--- src/rtl/round_robin_select_arbiter.sv ---
// 8-requester round-robin arbiter driving the select of a downstream 8:1 mux.
// The owner keeps SELECT until DONE, request withdrawal, or MAX_HOLD cycles elapse.
module round_robin_select_arbiter #(
    parameter int unsigned MAX_HOLD = 15
) (
    input  logic       CLK,
    input  logic       RESET,
    input  logic [7:0] REQ,
    input  logic       DONE,
    output logic [2:0] SELECT,
    output logic [7:0] GRANT,
    output logic       VALID,
    output logic       TIMEOUT
);

    localparam int unsigned CW = $clog2(MAX_HOLD + 1);

    typedef enum logic {IDLE, BUSY} state_e;

    state_e          state_q;
    logic [2:0]      ptr_q;
    logic [CW-1:0]   cnt_q;
    logic [2:0]      select_q;
    logic [7:0]      grant_q;
    logic            valid_q;
    logic            timeout_q;

    logic [2:0]      winner;
    logic [2:0]      idx;
    logic            withdrawn;
    logic            hold_expired;
    logic            release_now;

    // Scan from lowest priority up so the last hit is the one closest to ptr_q.
    always_comb begin
        winner = '0;
        idx    = '0;
        for (int unsigned k = 8; k > 0; k--) begin
            idx = ptr_q + 3'(k - 1);
            if (REQ[idx]) begin
                winner = idx;
            end
        end
    end

    assign withdrawn    = ~REQ[select_q];
    assign hold_expired = (cnt_q == CW'(MAX_HOLD - 1));
    assign release_now  = DONE | withdrawn | hold_expired;

    always_ff @(posedge CLK or posedge RESET) begin
        if (RESET) begin
            state_q   <= IDLE;
            ptr_q     <= '0;
            cnt_q     <= '0;
            select_q  <= '0;
            grant_q   <= '0;
            valid_q   <= 1'b0;
            timeout_q <= 1'b0;
        end else begin
            timeout_q <= 1'b0;
            case (state_q)
                IDLE: begin
                    if (|REQ) begin
                        select_q <= winner;
                        grant_q  <= 8'b1 << winner;
                        valid_q  <= 1'b1;
                        cnt_q    <= '0;
                        state_q  <= BUSY;
                    end
                end
                BUSY: begin
                    if (release_now) begin
                        valid_q   <= 1'b0;
                        grant_q   <= '0;
                        ptr_q     <= select_q + 3'd1;
                        // DONE or withdrawal coinciding with expiry is a normal release.
                        timeout_q <= hold_expired & ~DONE & ~withdrawn;
                        state_q   <= IDLE;
                    end else begin
                        cnt_q <= cnt_q + CW'(1);
                    end
                end
                default: state_q <= IDLE;
            endcase
        end
    end

    assign SELECT  = select_q;
    assign GRANT   = grant_q;
    assign VALID   = valid_q;
    assign TIMEOUT = timeout_q;

endmodule
--- config.mk ---
export PLATFORM = sky130hd
export DESIGN_NAME = round_robin_select_arbiter
export DESIGN_NICKNAME = d
export VERILOG_FILES = /design/src/rtl/round_robin_select_arbiter.sv
export SDC_FILE = /design/constraint.sdc
export NUM_CORES = 1
export LEC_CHECK = 0
export CORE_MARGIN = 3
export CORE_UTILIZATION = 44
export CTS_CLUSTER_SIZE = 25
export DETAILED_ROUTE_END_ITERATION = 16
export GPL_ROUTABILITY_DRIVEN = 1
export PLACE_DENSITY_LB_ADDON = 0.12
export SLEW_MARGIN = 5
export SYNTH_ARGS = -nofsm -noshare
export SYNTH_HDL_FRONTEND = slang
export SYNTH_SLANG_ARGS = --single-unit
--- constraint.sdc ---
create_clock -name CLK -period 7 [get_ports CLK]
set_input_delay 1.4 -clock CLK [delete_from_list [all_inputs] [get_ports CLK]]
set_output_delay 1.4 -clock CLK [all_outputs]
set_load 0.005 [all_outputs]
== After elaboration in Yosys (flattened, before gate mapping) ==
Cells that the tools add are included.

* $add $sub $neg: 9
* $lt $le $gt $ge: 9
* Equal/unequal tests: 4
* Shifts and indexed selects: 1
* Mux-type cells: 40
* Bitwise operators: 7
* Reductions and logical operators: 5

{| class="wikitable"
|+ Operators with widths
! operator !! number
|-
| $lt 3x4->1 const B || 9
|-
| $bmux 1 s3 || 9
|-
| $mux 3 || 8
|-
| $mux 8 || 2
|-
| $pmux 8 s2 || 1
|-
| $mux 1 || 15
|-
| $add 3x3->3 const B || 4
|-
| $mux 4 || 2
|-
| $pmux 4 s2 || 1
|-
| $reduce_and 2->1 || 4
|-
| $reduce_or 8->1 || 1
|-
| $shl 1x3->8 const A || 1
|-
| $add 3x1->3 const B || 2
|-
| $add 3x2->3 const B || 2
|-
| $add 4x1->4 const B || 1
|-
| $eq 4x4->1 const B || 1
|-
| $ne 2x2->1 const B || 2
|-
| $pmux 1 s2 || 2
|-
| $not 1->1 || 3
|-
| $and 1x1->1 || 2
|-
| $ne 2x1->1 const B || 1
|-
| $or 1x1->1 || 2
|}

* Bits in registers: 21
* Output and inout port bits: 13
* Word-level logic and storage cells: 82

== Logic depth before layout (Yosys ltp) ==
Gate-level depths: netlist (run 1).

* Depth after elaboration: 14
* Mapped depth: 12

== Worst setup path after synthesis (run 1) ==
Ideal clock, no wire load.

* Path type: input to register
* Start: in REQ[4]
* End: reg grant_q[7], in the netlist GRANT[7]
* Data arrival time: 3.261 ns
* Required time: 6.878 ns
* Path slack: 3.618 ns
* Cell stages on the path: 7
* Buffers on the path: 0
* Cells stage by stage: mux4_1 -> mux2_2 -> nand3b_1 -> o41ai_1 -> a211o_1 -> a41o_1 -> a32o_1

* Cells in the longest elaborated chain, start to end: 13
* Elaborated cells between the ends (all ways): 36
* Classes of those cells: eq/ne: 2; shift: 1; mux: 28; bitwise: 3; reduce/logical: 2

{| class="wikitable"
|+ RTL lines
! what !! RTL line !! source
|-
| from (decl) || 8 || <nowiki>input logic [7:0] REQ,</nowiki>
|-
| $bmux 1 s3 || 40 || <nowiki>if (REQ[idx]) begin</nowiki>
|-
| $mux 1 (implied by the code) || 40 ||
|-
| $mux 3 (8 in a row) || 40 ||
|-
| $shl 1x3->8 || 65 || <nowiki>grant_q <= 8'b1 << winner;</nowiki>
|-
| $mux 8 || 63 || <nowiki>if (|REQ) begin</nowiki>
|-
| $pmux 8 s2 || 61 || <nowiki>case (state_q)</nowiki>
|-
| to (signal assigned) || 65 ||
|-
| to (decl) || 24 || <nowiki>logic [7:0] grant_q;</nowiki>
|}

Parallel ways exist; a longest one is shown, timed or not. The select of a mux whose other input is x is not followed.
A chain may end at the register's enable or synchronous reset.

== Final worst setup path (run 1) ==
* Start: in REQ[7]
* End: reg grant_q[7], in the netlist GRANT[7]

The elaborated chain is that of the path after synthesis.

==> results of run 1 <==
Yosys cell counts, types with 2 or more instances:
cell type  count
nor4_1         3
mux2i_1        9
mux2_2         6
buf_2          3
dfrtp_1       21
nor4b_1        2
a32o_1         4
o22ai_1        2
a21o_1         3
inv_1          9
a21oi_1        5
clkbuf_1       3
o31ai_1        6
xor2_1         3
a211oi_1       2
ha_1           5
nand2b_1       4
o21ai_0        8
nor2b_1        4
nor2_1        11
nand2_1       18
o21bai_1       3
mux4_2        10
nand3_1        4
a31oi_1        3
final timing paths:
path	endpoint	slack (ps)
worst max-delay path	GRANT[7]	3110
worst min-delay path	VALID	490
worst max register to register	GRANT[7]	3370
worst min register to register	VALID	490
max in group asynchronous	ptr_q[0]	4920
min in group asynchronous	SELECT[0]	1590
report_power, final:
group          internal, uW  total, uW  switching (uW)  leakage (uW)
Sequential              159        242            82.1      0.000270
Combinational           383        830             446      0.000550
Clock                  39.6       78.0            38.3     0.0000255
Total                   582       1150             567      0.000846
metal layers:
layer	GRT usage, %	vias up	part of all wire (%)
li1	-	735	-
met3	1.01	6	2.4
met4	5.11	0	1.1
met2	31.6	31	51
met1	24.3	730	45
met5	0	-	0
through the flow:
stage	instances	total power (uW)
2_1_floorplan	180	882
3_3_place_gp	243	1040
3_5_place_dp	243	1070
4_1_cts	247	1150
5_1_grt	247	1250
6_report	247	1150
state kept, by name (all words and copies together) (netlist names):
| name | cells |
|---|---|
| GRANT | 8 |
| SELECT | 3 |
| TIMEOUT | 1 |
| VALID | 1 |
| cnt_q | 4 |
| ptr_q | 3 |
| state_q | 1 |
worst reg2reg max path, cell delays in order (launching register included):
cell,delay (ps)
dfrtp_1,900
inv_1,110
ha_1,580
mux4_1,500
mux2_2,360
nand3b_1,100
o41ai_1,80
a211o_1,330
a41o_1,300
a32o_1,260
cells by family (layout without fill, tap and decap cells):
logic type                 count (synthesis)  count (layout)  synth area share, %
DFF                                       21              21                 29.0
muxes                                     28              28                 24.6
adders and majority gates                  5               5                 3.45
xor gates and xnor gates                   4               4                 1.93
AOI/OAI and AO/OA                         51              51                 21.6
and+or+nand+nor                           54              54                 15.3
buffers and inverters                     17              36                 4.14
final cells by class:
class	instances	share of cell area (%)
Clock buffer	3	1.96
Clock inverter	1	0.237
Timing Repair Buffer	23	10.9
Sequential cell	21	24.9
Multi-Input combinational cell	142	57.5
Inverter	9	1.60
Tap cell	48	2.85
==> metrics.txt, run 1 <==
outcome finished, final reports clean; Setup crit start kind primary input; CP Data Required Time 7150 ps; Worst Setup Slack, final 3110 ps; GRT overflow 0; pre-CTS setup slack 2840 ps; Hold Crit Depth 2; width of the die 70.2 um; Gate Count Post-Synth 180; Clock Root Buffer clkbuf_8; worst hold slack 487 ps; HP Start VALID; # IOs 24; Setup CP Type primary input to flop; number of synthesized flops with an enable pin 0; buffers and inverters on the worst path 1; syn_area_per_cell 10.1 sq um; VDD IR max 0.240 mV; vias per cell 6.08; via count 1502; area grow syn2layout 16.3%; top_reg_cell synth dfrtp_1; TritonCTS Buffers 3; Max Slew Vio Count 0; Setup Buffers After CTS 0; Slowest-stage cell, CP mux4_1; Setup TNS 0 ps; largest net degree at the start of global routing 22; 1st-iter DRT viols 82; Cell Chain, Critical Path clkdlybuf4s50_1, mux4_1, mux2_2, nand3b_1, o41ai_1, a211o_1, a41o_1, a32o_1; post-layout minimum cycle time 3890 ps; drt total wl 4.25 mm; routed len/inst 17.2 um; # setup viols final 0; most frequent cells in the layout 23 x clkdlybuf4s50_1, 21 x dfrtp_1, 18 x nand2_1, 11 x nor2_1, 10 x mux4_2; critical path peak fanout 7; worst hold path type flop to flop; Async SR Flop Fraction 100%; DP HPWL 3.22 mm; H-tree levels 1; ANT nets after route 0; Seq. cell area 526 sq um; die area 4930 sq um; fin nets 216; CP peak stage delay 680 ps; die height 70.2 um; total of max-cap violations 0; post-cts resize count 0; period utilization 55.6%; routability cong. 0.817; number of buffers inserted by port buffering 23; Worst path top cell family by delay multiplexers; most common cell after layout, fill and taps aside clkdlybuf4s50_1; Worst-path clk slew 70 ps; Multi-input gate area 1210 sq um; share of the synthesized area in the top cell type 29.0%; Fin. Hold Viols 0; number of global-route vias before repair 1493; clk_skew 1.60 ps; Ant. Diodes 0; Synth Register Bits 21; Power Density 545 nW/um^2; RSZ-0062 raised after global routing false; Worst Setup End Kind flop; cell area after placement 2060 sq um; CTS tree yes; Syn Std Cell Area 1810 sq um; Seq/Total Area, Yosys 29.0%; fin area 2110 sq um; Slew HR 43.6%; worst-skew pair later-pin latency 260 ps; layout cells sized above 1 14.1%; Yosys top cell by area dfrtp_1; Residual DRC 0; fillcell total 334; top cells by area, synth dfrtp_1 29%, mux4_2 12%, mux2i_1 5.0%; worst r2r path cells 9; # rows 22; Worst Path Arrival 4040 ps; Peak Freq 257 MHz; critical path depth 8; core area 3830 sq um; initial antenna violation count 0; GRT Overall Usage 18.1%; Post-CTS Hold Buffers 0; launch point of the worst reg-to-reg path ptr_q[0]; first-pass GRT wire length 7.36 mm; clock sinks 21; Worst-Margin Slew 847 ps; Lkg Pwr 0.000846 uW; fin util 55.1%; crit path launch REQ[7]; Mapped Nets 196; First-pass DRT Iterations 4; Syn. warnings 0; Starting Density 47.4%; Yosys cell types 54; CTS Buffer Depth 2
Power figures use the tool's default switching activity.
==> inputs of run 2 (changes only) <==
Clock period 7 ns to 3.5 ns, I/O delays scaled along.
==> run 2 against run 1 <==
Effect of this change:
- first-iteration DRC count rose by 56%
- clock power rose by 97%
- largest cell class unchanged
- clock skew rose by 3.1 ps
- flip-flop and latch count did not move
- via count rose by 4.3%
- highest routed layer unchanged
- non-clock buffer count rose by 4
- combinational power rose by 120%
- sequential power rose by 71%
- final cell count rose by 1.6%
- largest power group unchanged
==> metrics.txt, run 2 (same netlist as run 1, synthesis figures left out) <==
number of buffers inserted by port buffering 23; routability cong. 0.828; Setup Buffers After CTS 0; Peak Freq 314 MHz; First-pass DRT Iterations 4; area grow syn2layout 17.9%; clk_skew 4.74 ps; Slew HR 42.1%; launch point of the worst reg-to-reg path ptr_q[1]; width of the die 70.2 um; DP HPWL 3.33 mm; dpl cells 247; clock sinks 21; first-pass GRT wire length 7.47 mm; Cell Chain, Critical Path clkdlybuf4s50_1, mux4_2, a21o_1, nor3_2, a31oi_1, a31o_2, o31ai_4, mux2_2; Worst-Margin Slew 860 ps; die height 70.2 um; CTS tree yes; Ant. Diodes 0; via count 1566; Slowest-stage cell, CP mux4_2; fin nets 220; Setup crit start kind primary input; # IOs 24; RSZ-0062 raised after global routing false; buffers and inverters on the worst path 1; final cell count without fillers 251; Setup CP Type primary input to flop; Worst Setup End Kind flop; drt total wl 4.34 mm; R2R Setup Slk 500 ps; Worst Path Arrival 3380 ps; worst r2r path cells 9; Worst path top cell family by delay compound AO/OA/AOI/OAI gates; Post-CTS Hold Buffers 0; Clock Root Buffer clkbuf_8; TritonCTS Buffers 3; critical path depth 8; Power Total 2370 uW; CP Data Required Time 3690 ps; total of max-cap violations 0; core area 3830 sq um; largest net degree at the start of global routing 22; CP peak stage delay 610 ps; outcome finished, final reports clean; number of global-route vias before repair 1556; crit path launch REQ[2]; Fin. Hold Viols 0; Worst-path clk slew 80 ps; most frequent cells in the layout 23 x clkdlybuf4s50_1, 21 x dfrtp_1, 18 x nand2_1, 11 x nor2_1, 10 x mux4_2; post-cts resize count 0; critical path peak fanout 9; worst hold path type flop to flop; worst-skew pair later-pin latency 260 ps; GRT overflow 0; Starting Density 47.4%; max reg flops 8; VDD IR max 0.509 mV; routed len/inst 17.3 um; # setup viols final 0; layout cells sized above 1 15.8%; GRT Overall Usage 18.3%; vias per cell 6.24; Power Density 1110 nW/um^2; CTS Buffer Depth 2; Setup TNS 0 ps; most common cell after layout, fill and taps aside clkdlybuf4s50_1; # rows 22; Max Slew Vio Count 0; post-layout minimum cycle time 3180 ps; 1st-iter DRT viols 128; H-tree levels 1; initial antenna violation count 0; ANT nets after route 0; period utilization 90.9%; Lkg Pwr 0.000865 uW; die area 4930 sq um; reg2reg end SELECT[2]; Residual DRC 0; critical path endpoint SELECT[2]
## run 2: how the worst min path moves through the flow
stage              from  slack (ps)  endpoint  depth (start not counted)
2_1_floorplan  cnt_q[3]         440  cnt_q[3]                          1
3_3_place_gp   GRANT[2]         470  GRANT[2]                          2
3_5_place_dp   GRANT[2]         470  GRANT[2]                          2
4_1_cts        GRANT[2]         480  GRANT[2]                          2
5_1_grt        cnt_q[3]         510  cnt_q[3]                          1
6_report       GRANT[2]         480  GRANT[2]                          2
## run 2: layer usage
layer | routed length, um | share of wire, % | GRT usage, % | vias to the layer above
li1 | - | - | - | 743
met1 | 1860 | 43 | 24.1 | 777
met2 | 2260 | 52 | 31.1 | 40
met3 | 160 | 3.7 | 2.16 | 6
met4 | 53 | 1.2 | 6.17 | 0
met5 | 0 | 0 | 0 | -
## run 2: area by class of cell
class | instances | area [sq um]
clock buffer | 3 | 41.3
inverter | 9 | 33.8
fill | 335 | 1690
sequential | 21 | 526
tap | 48 | 60.1
multi-input combinational | 142 | 1210
clock inverter | 1 | 5.00
timing repair buffer | 27 | 260
## run 2: power by group
part	internal, uW	switching (uW)
Clock	79.1	74.5
Sequential	321	92.0
Combinational	816	987
Total	1220	1150
## run 2: metrics by stage
step | setup slack [ps] | area, sq um | hold WS (ps) | util, %
after floorplan | 354 | 1810 | 445 | -
after global placement | 123 | 2090 | 468 | 54.7
after detailed placement | 58.8 | 2090 | 470 | 54.7
after CTS | 338 | 2140 | 483 | 55.9
after global routing | 155 | 2140 | 509 | 55.9
final | 318 | 2140 | 483 | 55.9
## run 2: worst register-to-register path: cells and delay by family, from the launching register on
family | cells | cell delay [ps]
AO/OA/AOI/OAI | 4 | 1100
adder cells (fa/ha/maj) | 1 | 540
buffers and inverters | 1 | 80
flip-flops | 1 | 350
multiplexers | 2 | 710
AND/OR/NAND/NOR | 1 | 170
